==> config.mk <==
export PLATFORM = sky130hd
export DESIGN_NAME = avg_feeder_flat
export DESIGN_NICKNAME = d
export VERILOG_FILES = /design/src/rtl/avg_feeder_if.sv /design/src/rtl/avg_feeder.sv /design/src/flat_wrapper.sv
export SDC_FILE = /design/constraint.sdc
export NUM_CORES = 1
export LEC_CHECK = 0
export CORE_ASPECT_RATIO = 0.7
export CORE_MARGIN = 5
export CORE_UTILIZATION = 56
export CTS_CLUSTER_SIZE = 12
export DETAILED_ROUTE_END_ITERATION = 8
export PLACE_DENSITY = 0.84
export SLEW_MARGIN = 30
export SYNTH_ARGS = -nofsm -noshare
export SYNTH_HDL_FRONTEND = slang
export SYNTH_SLANG_ARGS = --single-unit
==> constraint.sdc <==
create_clock -name clk -period 7.56 [get_ports clk]
set_clock_uncertainty 0.2 [all_clocks]
set_input_delay 0.756 -clock clk [delete_from_list [all_inputs] [get_ports clk]]
set_output_delay 0.756 -clock clk [all_outputs]
set_load 0.01 [all_outputs]
==> src/rtl/avg_feeder_if.sv <==
// rtl/avg_feeder_if.sv - sample, averager and result signal bundle for avg_feeder
interface avg_feeder_if #(
  parameter int DATA_W = 32
);
  logic              sample_valid;
  logic [DATA_W-1:0] sample_data;
  logic              sample_ready;
  logic              addValue;
  logic [DATA_W-1:0] inputData;
  logic              averageReady;
  logic [DATA_W-1:0] averageData;
  logic              result_valid;
  logic [DATA_W-1:0] result_data;
  logic              result_ack;
  logic              result_overrun;
  logic [15:0]       issued_count;

  modport master (
    input  sample_valid, sample_data, averageReady, averageData, result_ack,
    output sample_ready, addValue, inputData, result_valid, result_data,
           result_overrun, issued_count
  );

  modport slave (
    output sample_valid, sample_data, averageReady, averageData, result_ack,
    input  sample_ready, addValue, inputData, result_valid, result_data,
           result_overrun, issued_count
  );
endinterface

==> src/rtl/avg_feeder.sv <==
// rtl/avg_feeder.sv - FIFO-buffered, paced addValue feeder with result capture
// Samples drain one at a time with GAP idle cycles between strobes; results are held for a valid/ack consumer.
module avg_feeder #(
  parameter int DATA_W = 32,
  parameter int DEPTH  = 4,
  parameter int GAP    = 10
) (
  input  logic        clk,
  input  logic        n_rst,
  avg_feeder_if.master bus
);
  localparam int AW = $clog2(DEPTH);
  localparam int GW = $clog2(GAP + 1);

  typedef enum logic [1:0] {IDLE, ISSUE, WAIT} state_t;

  logic [DATA_W-1:0] mem [DEPTH];
  logic [AW-1:0]     wr_ptr_q, rd_ptr_q;
  logic [AW:0]       count_q, count_d;
  logic              full, push, pop;

  state_t            state_q, state_d;
  logic [GW-1:0]     gap_q, gap_d;
  logic              add_q, add_d;
  logic [DATA_W-1:0] data_q, data_d;
  logic [15:0]       issued_q, issued_d;

  logic              rdy_q, rdy_prev_q, capture;
  logic              res_valid_q, res_valid_d;
  logic [DATA_W-1:0] res_data_q, res_data_d;
  logic              overrun_q, overrun_d;

  // Full blocks a push even when a pop frees a slot in the same cycle.
  assign full = (count_q == (AW+1)'(DEPTH));
  assign push = bus.sample_valid & ~full;

  always_comb begin
    count_d = count_q;
    if (push && !pop)
      count_d = count_q + 1'b1;
    else if (pop && !push)
      count_d = count_q - 1'b1;
  end

  always_ff @(posedge clk) begin
    if (push)
      mem[wr_ptr_q] <= bus.sample_data;
  end

  always_ff @(posedge clk or negedge n_rst) begin
    if (!n_rst) begin
      wr_ptr_q <= '0;
      rd_ptr_q <= '0;
      count_q  <= '0;
    end else begin
      if (push) wr_ptr_q <= wr_ptr_q + 1'b1;
      if (pop)  rd_ptr_q <= rd_ptr_q + 1'b1;
      count_q <= count_d;
    end
  end

  // Pop looks only at the registered count, so a fresh sample is never bypassed.
  always_comb begin
    state_d  = state_q;
    gap_d    = gap_q;
    add_d    = 1'b0;
    data_d   = data_q;
    issued_d = issued_q;
    pop      = 1'b0;
    case (state_q)
      IDLE: begin
        if (count_q != '0) begin
          pop      = 1'b1;
          data_d   = mem[rd_ptr_q];
          add_d    = 1'b1;
          issued_d = issued_q + 16'd1;
          state_d  = ISSUE;
        end
      end
      ISSUE: begin
        gap_d   = GW'(GAP);
        state_d = WAIT;
      end
      WAIT: begin
        gap_d = gap_q - 1'b1;
        if (gap_q == GW'(1))
          state_d = IDLE;
      end
      default: state_d = IDLE;
    endcase
  end

  always_ff @(posedge clk or negedge n_rst) begin
    if (!n_rst) begin
      state_q  <= IDLE;
      gap_q    <= '0;
      add_q    <= 1'b0;
      data_q   <= '0;
      issued_q <= '0;
    end else begin
      state_q  <= state_d;
      gap_q    <= gap_d;
      add_q    <= add_d;
      data_q   <= data_d;
      issued_q <= issued_d;
    end
  end

  // A capture in the same cycle as an ack wins and is not an overrun.
  assign capture = rdy_q & ~rdy_prev_q;

  always_comb begin
    res_valid_d = res_valid_q;
    res_data_d  = res_data_q;
    overrun_d   = overrun_q;
    if (capture) begin
      res_valid_d = 1'b1;
      res_data_d  = bus.averageData;
      if (res_valid_q && !bus.result_ack)
        overrun_d = 1'b1;
    end else if (res_valid_q && bus.result_ack) begin
      res_valid_d = 1'b0;
    end
  end

  always_ff @(posedge clk or negedge n_rst) begin
    if (!n_rst) begin
      rdy_q       <= 1'b0;
      rdy_prev_q  <= 1'b0;
      res_valid_q <= 1'b0;
      res_data_q  <= '0;
      overrun_q   <= 1'b0;
    end else begin
      rdy_q       <= bus.averageReady;
      rdy_prev_q  <= rdy_q;
      res_valid_q <= res_valid_d;
      res_data_q  <= res_data_d;
      overrun_q   <= overrun_d;
    end
  end

  assign bus.sample_ready   = ~full;
  assign bus.addValue       = add_q;
  assign bus.inputData      = data_q;
  assign bus.result_valid   = res_valid_q;
  assign bus.result_data    = res_data_q;
  assign bus.result_overrun = overrun_q;
  assign bus.issued_count   = issued_q;
endmodule

==> src/flat_wrapper.sv <==
// flat-port wrapper written by rule: the top's interface ports become plain ports
module avg_feeder_flat 
#(
  parameter int DATA_W = 32,
  parameter int DEPTH  = 4,
  parameter int GAP    = 10
)
  (clk, n_rst, bus_sample_valid, bus_sample_data, bus_averageReady, bus_averageData, bus_result_ack, bus_sample_ready, bus_addValue, bus_inputData, bus_result_valid, bus_result_data, bus_result_overrun, bus_issued_count);
  avg_feeder_if #(.DATA_W(DATA_W)) bus_i ();
  input  logic clk;
  input  logic n_rst;
  input wire logic [$bits(bus_i.sample_valid)-1:0] bus_sample_valid;
  input wire logic [$bits(bus_i.sample_data)-1:0] bus_sample_data;
  input wire logic [$bits(bus_i.averageReady)-1:0] bus_averageReady;
  input wire logic [$bits(bus_i.averageData)-1:0] bus_averageData;
  input wire logic [$bits(bus_i.result_ack)-1:0] bus_result_ack;
  output wire logic [$bits(bus_i.sample_ready)-1:0] bus_sample_ready;
  output wire logic [$bits(bus_i.addValue)-1:0] bus_addValue;
  output wire logic [$bits(bus_i.inputData)-1:0] bus_inputData;
  output wire logic [$bits(bus_i.result_valid)-1:0] bus_result_valid;
  output wire logic [$bits(bus_i.result_data)-1:0] bus_result_data;
  output wire logic [$bits(bus_i.result_overrun)-1:0] bus_result_overrun;
  output wire logic [$bits(bus_i.issued_count)-1:0] bus_issued_count;
  assign bus_i.sample_valid = bus_sample_valid;
  assign bus_i.sample_data = bus_sample_data;
  assign bus_i.averageReady = bus_averageReady;
  assign bus_i.averageData = bus_averageData;
  assign bus_i.result_ack = bus_result_ack;
  assign bus_sample_ready = bus_i.sample_ready;
  assign bus_addValue = bus_i.addValue;
  assign bus_inputData = bus_i.inputData;
  assign bus_result_valid = bus_i.result_valid;
  assign bus_result_data = bus_i.result_data;
  assign bus_result_overrun = bus_i.result_overrun;
  assign bus_issued_count = bus_i.issued_count;
  avg_feeder #(.DATA_W(DATA_W), .DEPTH(DEPTH), .GAP(GAP)) u_core (.clk(clk), .n_rst(n_rst), .bus(bus_i));
endmodule
==> impl_metrics.py, run 1 <==
metrics = {
    "run_status": {
        "status": "finished clean",
    },
    "drt": {
        "vias": 4815,
        "finalWirelength_um": 18090,
        "dr.first_iter.drc_count": 281,
        "wl_per_cell_um": 20.44,
        "drcViolationCount": 0,
        "ant_nets": 0,
        "vias_per_cell": 5.441,
        "drtPass1Iterations": 5,
    },
    "yosys": {
        "syn_inst": 515,
        "synth_ff_type": "edfxtp_1",
        "async_flop_share": 0.4336,
        "synth_area_mm2": 0.008610,
        "ys_types": 30,
        "synth_seq_cells": 226,
        "synth_common_cells": "128 x edfxtp_1, 109 x nand2_1, 98 x dfrtp_1",
        "synth_area_leaders": "edfxtp_1 45%, dfrtp_1 28%, mux4_2 8.4%, nand2_1 4.8%, mux2_2 4.6%",
        "yosysWarnings": 0,
        "seq_area_frac_synth": 0.7313,
        "synth.avg_cell_area_um2": 16.72,
        "synth_nets": 596,
        "yosysTopAreaCellShare": 0.4464,
        "synth_most_common_cell": "edfxtp_1",
        "synth_edf_count": 128,
        "synth_top_area_cell": "edfxtp_1",
    },
    "power": {
        "power.internal_uw": 2829,
        "p_clk_frac": 0.248,
        "p_comb_frac": 0.293,
        "sw_frac_of_total": 0.3073,
        "p_sw_uw": 1255,
        "finalPower_uw": 4085,
        "p_per_area_mw_per_mm2": 372.6,
        "leakage_uw": 0.004223,
        "seqPwrFrac": 0.459,
        "max-vdd-ir-drop_v": 0.0002003,
    },
    "setup_path": {
        "crit_type": "reg2out",
        "crit_path_max_fanout": 6,
        "critPathArrivalTime_ps": 1790,
        "critPathCaptureType": "output pin",
        "crit_path_start_kind": "flip-flop",
        "worstPathRequired_ps": 6600,
    },
    "floorplan": {
        "pin_count": 153,
        "start_util": 0.5776,
        "rows": 37,
        "die_w_um": 158.2,
        "core_mm2": 0.01491,
        "die_y_um": 113.7,
        "dieArea_mm2": 0.01799,
    },
    "finish": {
        "instances_no_fill": 885,
        "syn2layout_area_growth_pct": 27.32,
        "layout-drive-gt1-share": 0.1580,
        "final_util": 0.7354,
        "num_antenna_cells": 0,
        "fin_nets": 756,
    },
    "sta": {
        "finalMaxSlewViolations": 0,
        "tns_ps": 0,
        "max_freq_mhz": 364.6,
        "post-route-min-period_ps": 2742,
        "slew_headroom": 0.4256,
        "rsz0062_at_grt": "no",
        "finalCritPeriodShare": 0.3628,
        "hold_viol": 0,
        "worst_pin_slew_ps": 861.6,
        "finalSetupViolations": 0,
    },
    "cts": {
        "clock_latency_ps": 510,
        "clockRootBuffer": "clkbuf_16",
        "cts_buffers": 23,
        "post_cts_buffers": 0,
        "cts_resized": 0,
        "path_clk_slew_ps": 60,
        "tritoncts": "yes",
        "cts_sinks": 226,
        "clock_path_buffers": 3,
        "htreeDepth": 1,
    },
    "grt": {
        "gr-usage-all-layers": 0.2038,
        "grt_max_degree": 85,
        "antenna_found_initial": 0,
        "grt_pass1_wl_um": 28510,
        "first_global_vias": 5074,
        "overflow": 0,
    },
    "place": {
        "dpl.cell_count": 844,
        "routabilityCongestion": 0.8124,
        "port_buffers": 152,
        "dp_hpwl_um": 12010,
    },
    "worst_hold_path": {
        "min_path_type": "reg2reg",
    },
    "run": {
        "maxCapViolCount": 0,
    },
}
[metal layers]
layer | share of wire | up-vias | wire [um] | global-route usage
li1 | - | 2176 | - | -
met1 | 0.41 | 2414 | 7330 | 0.2840
met3 | 0.091 | 29 | 1639 | 0.04778
met5 | 0 | - | 0 | 0
met2 | 0.48 | 196 | 8767 | 0.3340
met4 | 0.019 | 0 | 352 | 0.04545
[layout make-up]
type / count / area (um2)
clock inverters: 2 / 17.52
inverters: 10 / 37.54
repair buffers: 157 / 1563
clock buffers: 38 / 641.9
multi-input cells: 257 / 2157
fillers: 910 / 3945
flip-flops and latches: 226 / 6301
well taps: 195 / 244.0
[cells in the final DEF, fill, tap and decap left out, drive strengths merged]
cell           netlist  layout
clkdlybuf4s50        0     151
edfxtp             128     128
nand2              109     109
dfrtp               98      98
clkbuf               4      38
mux2                35      35
mux4                32      32
xnor2               15      15
inv                 10      12
ha                  11      11
nor2                10      10
nand4                8       8
xor2                 6       6
nand3                5       5
o21ai                5       5
and3                 5       5
buf                 18       5
nor3                 4       4
a21oi                3       3
o31ai                1       1
and2                 1       1
o21a                 1       1
nor2b                1       1
a31o                 1       1
a21o                 1       1
or3                  1       1
a31oi                1       1
fa                   1       1
dlygate4sd3          0       1
[flip-flops by register name (all words and copies together), names as in the netlist]
signal and flops:
u_core.rdy_prev_q 1, u_core.gap_q 4, u_core.bus.result_data 32, u_core.state_q 2, u_core.rd_ptr_q 2, u_core.count_q 3
u_core.bus.result_valid 1, u_core.bus.inputData 32, u_core.mem 128, u_core.bus.result_overrun 1, u_core.wr_ptr_q 2, u_core.bus.issued_count 16
u_core.rdy_q 1, u_core.bus.addValue 1
[power groups by stage]
stage / clock network [uW] / registers (uW) / logic [uW]
6_report: 1010 / 1870 / 1200
5_1_grt: 1090 / 1920 / 1320
4_1_cts: 1030 / 1880 / 1220
3_5_place_dp: 0 / 1900 / 1210
3_3_place_gp: 0 / 1870 / 1160
2_1_floorplan: 0 / 1830 / 738
[what timing repair did]
action	CTS	global route
endpoints found under the hold margin	14	0
setup endpoints to repair	0	0
hold buffers	1	0
[per-stage QoR]
stage          cell area (um2)  hold slack, ps  setup slack, ps
6_report                 10960           175.1             4818
5_1_grt                  10960           197.4             4688
4_1_cts                  10960           179.6             4789
3_5_place_dp             10290           170.0             4526
3_3_place_gp             10290           156.2             4734
2_1_floorplan             8610           146.5             5178
[worst paths after layout]
check / from / end / slack [ps] / cells after the start
max reg2reg: u_core.count_q[0]$_DFFE_PN0P_ / u_core.count_q[2]$_DFFE_PN0P_ / 5060 / 9
max in group asynchronous: n_rst / u_core.rd_ptr_q[0]$_DFFE_PN0P_ / 5650 / 3
min: u_core.rdy_q$_DFF_PN0_ / u_core.rdy_prev_q$_DFF_PN0_ / 180 / 0
max: u_core.count_q[0]$_DFFE_PN0P_ / bus_sample_ready / 4820 / 3
min in group asynchronous: n_rst / u_core.bus.inputData[23]$_DFFE_PN0P_ / 450 / 2
min reg2reg: u_core.rdy_q$_DFF_PN0_ / u_core.rdy_prev_q$_DFF_PN0_ / 180 / 0
[critical path: stages, from the launching register on]
cell	delay, ps
dfrtp_1	490
nor2_1	70
nand2_1	150
clkdlybuf4s50_1	570
[logic make-up (layout without fill, tap and decap cells)]
group           count (synthesis)  count (layout)  synth area share
buf+inv                        32             207           0.01904
flops                         226             226            0.7313
compound gates                 13              13           0.01061
xor+xnor                       21              21           0.02136
simple gates                  144             144           0.06990
fa+ha+maj                      12              12           0.01831
mux                            67              67            0.1295
Note: power is estimated with default switching activity, not from simulation.
==> run 2, diff against run 1 <==
--- a/config.mk
+++ b/config.mk
@@ -7,10 +7,10 @@
 export LEC_CHECK = 0
 export CORE_ASPECT_RATIO = 0.7
 export CORE_MARGIN = 5
-export CORE_UTILIZATION = 56
+export CORE_UTILIZATION = 52
 export CTS_CLUSTER_SIZE = 12
 export DETAILED_ROUTE_END_ITERATION = 8
-export PLACE_DENSITY = 0.84
+export PLACE_DENSITY = 0.79
 export SLEW_MARGIN = 30
 export SYNTH_ARGS = -nofsm -noshare
 export SYNTH_HDL_FRONTEND = slang
==> constraint.sdc (replaced) <==
create_clock -name clk -period 2.7 [get_ports clk]
set_clock_uncertainty 0.2 [all_clocks]
set_input_delay 0.27 -clock clk [delete_from_list [all_inputs] [get_ports clk]]
set_output_delay 0.27 -clock clk [all_outputs]
set_load 0.01 [all_outputs]
==> run 2 against run 1 <==
Against the previous run:
- sequential share of layout area fell by 0.83 points
- critical path depth rose by 4
- power rose to 2.8 times the previous value
- combinational power grew to 3.0 times the previous value
- clock power rose to 2.8 times the previous value
- cell area is 1.4% higher
- setup slack lost 4600 ps
- non-clock buffer count grew 7
==> impl_metrics.py, run 2 (synthesis results as in run 1) <==
metrics = {
    "setup_path": {
        "cp-endpoint": "u_core.count_q[2]$_DFFE_PN0P_",
        "crit_path_max_fanout": 12,
        "worstPathRequired_ps": 2910,
        "rr_worst_depth": 7,
        "r2r_slack_ps": 190,
        "critPathCaptureType": "flip-flop",
        "r2r_end": "u_core.count_q[2]$_DFFE_PN0P_",
        "crit_start": "u_core.count_q[1]$_DFFE_PN0P_",
        "crit_type": "reg2reg",
        "r2r_start": "u_core.count_q[1]$_DFFE_PN0P_",
        "crit_path_start_kind": "flip-flop",
        "critPathArrivalTime_ps": 2730,
    },
    "sta": {
        "rsz0062_at_grt": "no",
        "whs_ps": 57.50,
        "hold_viol": 0,
        "slew_headroom": 0.4135,
        "finalMaxSlewViolations": 0,
        "tns_ps": 0,
        "worst_pin_slew_ps": 879.8,
        "finalCritPeriodShare": 0.9306,
        "post-route-min-period_ps": 2513,
        "finalSetupViolations": 0,
        "max_freq_mhz": 398.0,
    },
    "cts": {
        "path_clk_slew_ps": 60,
        "clockRootBuffer": "clkbuf_16",
        "cts_resized": 0,
        "cts_buffers": 23,
        "htreeDepth": 1,
        "clock_path_buffers": 3,
        "cts_sinks": 226,
        "hold_buffers": 1,
        "clock_latency_ps": 490,
        "tritoncts": "yes",
        "post_cts_buffers": 0,
    },
    "finish": {
        "fin_nets": 763,
        "layout_common_cells": "151 x clkdlybuf4s50_1, 128 x edfxtp_1, 109 x nand2_1, 96 x dfrtp_1, 35 x mux2_2",
        "mostFrequentLayoutCell": "clkdlybuf4s50_1",
        "nFillCells": 1116,
        "num_antenna_cells": 0,
        "layout-drive-gt1-share": 0.1667,
        "largest_reg_flops": 128,
        "fin_area_mm2": 0.01112,
        "regMostFlops": "u_core.mem",
        "syn2layout_area_growth_pct": 29.14,
        "multi_input_area_mm2": 0.002157,
        "regArea_mm2": 0.006299,
    },
    "grt": {
        "gr-usage-all-layers": 0.1805,
        "grt_pass1_wl_um": 27810,
        "antenna_found_initial": 0,
        "overflow": 0,
        "first_global_vias": 5086,
        "grt_max_degree": 69,
    },
    "floorplan": {
        "start_util": 0.5283,
        "core_mm2": 0.01630,
        "die_w_um": 163.8,
        "pin_count": 153,
        "rows": 39,
        "die_y_um": 117.7,
        "dieArea_mm2": 0.01927,
    },
    "drt": {
        "ant_nets": 0,
        "vias": 4752,
        "dr.first_iter.drc_count": 269,
        "finalWirelength_um": 17330,
        "drcViolationCount": 0,
        "vias_per_cell": 5.160,
        "drtPass1Iterations": 4,
        "wl_per_cell_um": 18.81,
    },
    "run_status": {
        "status": "finished clean",
    },
    "worst_hold_path": {
        "min_path_type": "in2reg",
    },
    "power": {
        "max-vdd-ir-drop_v": 0.0005626,
        "p_per_area_mw_per_mm2": 1035,
        "leakage_uw": 0.004279,
    },
    "place": {
        "port_buffers": 152,
        "place_area_mm2": 0.01045,
        "routabilityCongestion": 0.7325,
        "dp_hpwl_um": 11540,
    },
    "run": {
        "maxCapViolCount": 0,
    },
}
-- run 2: cell count changes in the layout (fill, tap and decap cells not counted) --
cell / delta
dfrtp_2: +1
buf_6: -1
clkinv_2: +1
inv_6: -2
dfrtp_4: -1
clkinv_1: +1
clkbuf_1: -2
clkbuf_8: +1
buf_4: +2
buf_12: +6
-- run 2: power breakdown --
group / total [uW] / internal, uW / switching (uW)
clock network: 2810 / 1630 / 1180
logic: 3620 / 1850 / 1760
registers: 5090 / 4560 / 525
total: 11500 / 8040 / 3470
-- run 2: how the worst min path moves through the flow --
| stage | cells after the start | end | start | slack (ps) |
|---|---|---|---|---|
| 4_1_cts | 1 | u_core.rdy_q$_DFF_PN0_ | bus_averageReady | 40 |
| 6_report | 1 | u_core.rdy_q$_DFF_PN0_ | bus_averageReady | 60 |
| 2_1_floorplan | 0 | u_core.bus.addValue$_DFF_PN0_ | n_rst | -230 |
| 3_5_place_dp | 1 | u_core.bus.inputData[24]$_DFFE_PN0P_ | n_rst | 60 |
| 5_1_grt | 1 | u_core.rdy_q$_DFF_PN0_ | bus_averageReady | 40 |
| 3_3_place_gp | 1 | u_core.bus.addValue$_DFF_PN0_ | n_rst | 50 |
-- run 2: cell type report --
class                   count  area share
flip-flops and latches    226      0.5665
clock inverters             2   0.0007878
inverters                  10    0.003376
multi-input cells         257      0.1940
clock buffers              37     0.05829
repair buffers            164      0.1517
well taps                 225     0.02532
-- run 2: routing by layer --
layer	share of wire	vias to the layer above	track usage
met3	0.091	22	0.05565
met4	0.017	0	0.03719
met2	0.46	177	0.2833
li1	-	2198	-
met1	0.44	2355	0.2533
met5	0	-	0
-- run 2: worst max-delay path: stages, from the launching register on --
cell and delay [ps]:
dfrtp_1 450, o31ai_4 620, ha_1 290, inv_1 60
fa_1 380, xor2_1 170, nor2_1 110, xor2_1 150
-- run 2: through the flow --
step / util / power (uW) / setup slack [ps] / instances
floorplan: - / 7188 / 317.5 / 515
global placement: 0.6413 / 8685 / 272.2 / 881
detailed placement: 0.6413 / 8821 / 217.0 / 881
CTS: 0.6822 / 11680 / 164.0 / 921
global route: 0.6822 / 12200 / 16.33 / 921
finish: 0.6822 / 11510 / 187.3 / 921
==> run 3, diff against run 2 <==
--- a/config.mk
+++ b/config.mk
@@ -7,10 +7,12 @@
 export LEC_CHECK = 0
 export CORE_ASPECT_RATIO = 0.7
 export CORE_MARGIN = 5
-export CORE_UTILIZATION = 52
+export CORE_UTILIZATION = 56
 export CTS_CLUSTER_SIZE = 12
 export DETAILED_ROUTE_END_ITERATION = 8
-export PLACE_DENSITY = 0.79
+export GPL_TIMING_DRIVEN = 0
+export MAX_ROUTING_LAYER = met4
+export PLACE_DENSITY = 0.84
 export SLEW_MARGIN = 30
 export SYNTH_ARGS = -nofsm -noshare
 export SYNTH_HDL_FRONTEND = slang
==> constraint.sdc (replaced) <==
create_clock -name clk -period 3.2 [get_ports clk]
set_clock_uncertainty 0.2 [all_clocks]
set_input_delay 0.32 -clock clk [delete_from_list [all_inputs] [get_ports clk]]
set_output_delay 0.32 -clock clk [all_outputs]
set_load 0.01 [all_outputs]
==> run 3 against run 2 <==
Against the previous run:
- routed wire length up 5.0%
- flip-flop and latch count unchanged
- cell area up 0.90%
- worst hold slack worse by 6.8 ps
- global-route usage up 3.1 points
- sequential share of layout area down 0.53 points
- clock-buffer cell count up 2
- maximum frequency down 6.1%
- core utilization up 7.0 points
- non-clock buffer count up 16
- setup slack better by 340 ps
- highest routed layer unchanged
==> impl_metrics.py, run 3 (synthesis results as in run 1) <==
metrics = {
    "finish": {
        "mostFrequentLayoutCell": "clkdlybuf4s50_1",
        "regMostFlops": "u_core.mem",
        "layout-drive-gt1-share": 0.1793,
        "nFillCells": 879,
        "syn2layout_area_growth_pct": 30.30,
        "fin_nets": 779,
        "largest_reg_flops": 128,
        "num_antenna_cells": 0,
        "layout_common_cells": "151 x clkdlybuf4s50_1, 128 x edfxtp_1, 109 x nand2_1, 98 x dfrtp_1, 35 x mux2_2",
    },
    "floorplan": {
        "die_y_um": 113.7,
        "die_w_um": 158.2,
        "pin_count": 153,
        "start_util": 0.5776,
        "rows": 37,
        "core_mm2": 0.01491,
        "dieArea_mm2": 0.01799,
    },
    "setup_path": {
        "crit_start": "u_core.count_q[0]$_DFFE_PN0P_",
        "cp_slowest_cell": "dfrtp_1",
        "critPathCaptureType": "flip-flop",
        "r2r_slack_ps": 530,
        "path_cells": "o31ai_4 -> buf_4 -> buf_2 -> ha_1 -> inv_1 -> fa_1 -> xor2_1 -> nor2_1 -> xor2_1",
        "critPathArrivalTime_ps": 2890,
        "crit_top_cell": "xor2_1",
        "crit_type": "reg2reg",
        "crit_path_start_kind": "flip-flop",
        "slowest_delay_ps": 470,
        "rr_worst_depth": 9,
        "cp-endpoint": "u_core.count_q[2]$_DFFE_PN0P_",
        "r2r_start": "u_core.count_q[0]$_DFFE_PN0P_",
        "worstPathRequired_ps": 3420,
        "r2r_end": "u_core.count_q[2]$_DFFE_PN0P_",
        "crit_path_max_fanout": 10,
    },
    "power": {
        "seqPwrFrac": 0.425,
        "power.internal_uw": 6897,
        "p_clk_frac": 0.247,
        "sw_frac_of_total": 0.3031,
        "leakage_uw": 0.004368,
        "p_per_area_mw_per_mm2": 882.2,
        "p_sw_uw": 3000,
        "p_comb_frac": 0.329,
        "max-vdd-ir-drop_v": 0.0006267,
    },
    "sta": {
        "finalCritPeriodShare": 0.8359,
        "tns_ps": 0,
        "post-route-min-period_ps": 2675,
        "finalMaxSlewViolations": 0,
        "max_freq_mhz": 373.9,
        "hold_viol": 0,
        "slew_headroom": 0.6572,
        "whs_ps": 50.72,
        "worst_pin_slew_ps": 514.2,
        "finalSetupViolations": 0,
        "rsz0062_at_grt": "no",
    },
    "cts": {
        "clock_path_buffers": 3,
        "clock_latency_ps": 510,
        "htreeDepth": 1,
        "tritoncts": "yes",
        "clockRootBuffer": "clkbuf_16",
        "path_clk_slew_ps": 60,
        "cts_sinks": 226,
        "cts_resized": 0,
        "cts_buffers": 23,
    },
    "drt": {
        "drtPass1Iterations": 6,
        "dr.first_iter.drc_count": 310,
        "vias_per_cell": 5.349,
        "drcViolationCount": 0,
        "ant_nets": 0,
        "finalWirelength_um": 18190,
        "wl_per_cell_um": 20.01,
        "vias": 4862,
    },
    "grt": {
        "overflow": 0,
        "grt_max_degree": 76,
        "top_usage_layer": "met2",
        "gr-usage-met2": 0.3464,
        "met1_usage": 0.2705,
        "grt_pass1_wl_um": 28520,
        "antenna_found_initial": 0,
        "grt_use_met3": 0.05271,
        "gr-usage-all-layers": 0.2115,
        "first_global_vias": 5258,
    },
    "place": {
        "routabilityCongestion": 0.8352,
        "dp_hpwl_um": 12460,
        "port_buffers": 152,
    },
    "worst_hold_path": {
        "min_path_type": "in2async",
    },
    "run_status": {
        "status": "finished clean",
    },
    "run": {
        "maxCapViolCount": 0,
    },
}
-- run 3: cell count changes in the layout (fill, tap and decap cells not counted), moves of 2 or more --
cell / before / now
clkbuf_8: 2 / 4
buf_16: 0 / 5
dfrtp_1: 96 / 98
dfrtp_2: 2 / 0
buf_2: 0 / 14
clkbuf_1: 12 / 16
buf_6: 0 / 4
buf_4: 6 / 1
buf_12: 6 / 0
-- run 3: cell type report --
class                           instances  area, um2  share of cell area
Tap cell                              195      244.0             0.02175
Multi-Input combinational cell        257       2155              0.1921
Sequential cell                       226       6296              0.5612
Clock buffer                           39      675.6             0.06023
Timing Repair Buffer                  158       1670              0.1489
Inverter                               10      37.54            0.003346
Clock inverter                          2      13.76            0.001227
Buffer                                 22      126.4             0.01126
-- run 3: power by group through the flow --
stage	Sequential [uW]	Clock (uW)	Combinational, uW
3_5_place_dp	4250	0	3270
6_report	4210	2440	3250
2_1_floorplan	4320	0	1740
3_3_place_gp	4220	0	3070
4_1_cts	4210	2500	3320
5_1_grt	4280	2620	3560
-- run 3: how the worst min path moves through the flow --
stage          cells past startpoint                   start                                   end
4_1_cts                            2                   n_rst  u_core.bus.inputData[26]$_DFFE_PN0P_
3_3_place_gp                       0  u_core.rdy_q$_DFF_PN0_           u_core.rdy_prev_q$_DFF_PN0_
3_5_place_dp                       1                   n_rst  u_core.bus.inputData[26]$_DFFE_PN0P_
6_report                           2                   n_rst   u_core.bus.inputData[4]$_DFFE_PN0P_
5_1_grt                            1        bus_averageReady                u_core.rdy_q$_DFF_PN0_
2_1_floorplan                      0                   n_rst         u_core.bus.addValue$_DFF_PN0_
-- run 3: critical path, delay by kind of cell, from the launching register on --
family / cells / cell delay (ps)
AO/OA/AOI/OAI: 1 / 320
XOR/XNOR: 2 / 320
adder cells (fa/ha/maj): 2 / 580
buffers and inverters: 3 / 570
flip-flops: 1 / 470
AND/OR/NAND/NOR: 1 / 110
-- run 3: stage by stage --
step             util  instances  worst slack (ps)  power, uW  cell area (um2)
6_report       0.7526        909             525.2       9897            11220
3_3_place_gp   0.6960        862             -1933       7288            10380
4_1_cts        0.7526        909             504.7      10020            11220
3_5_place_dp   0.7056        867             514.3       7525            10520
5_1_grt        0.7526        909             361.5      10460            11220
2_1_floorplan       -        515             817.5       6065             8610
-- run 3: per-layer routing --
metal,wire (um),vias to the layer above
met3,1510,27
met1,7503,2404
met4,365,0
met5,0,-
li1,-,2233
met2,8809,198
-- run 3: repair_timing --
item	4_1_cts	5_1_grt
hold buffers	1	0
buffers inserted	0	0
endpoints found under the hold margin	98	0
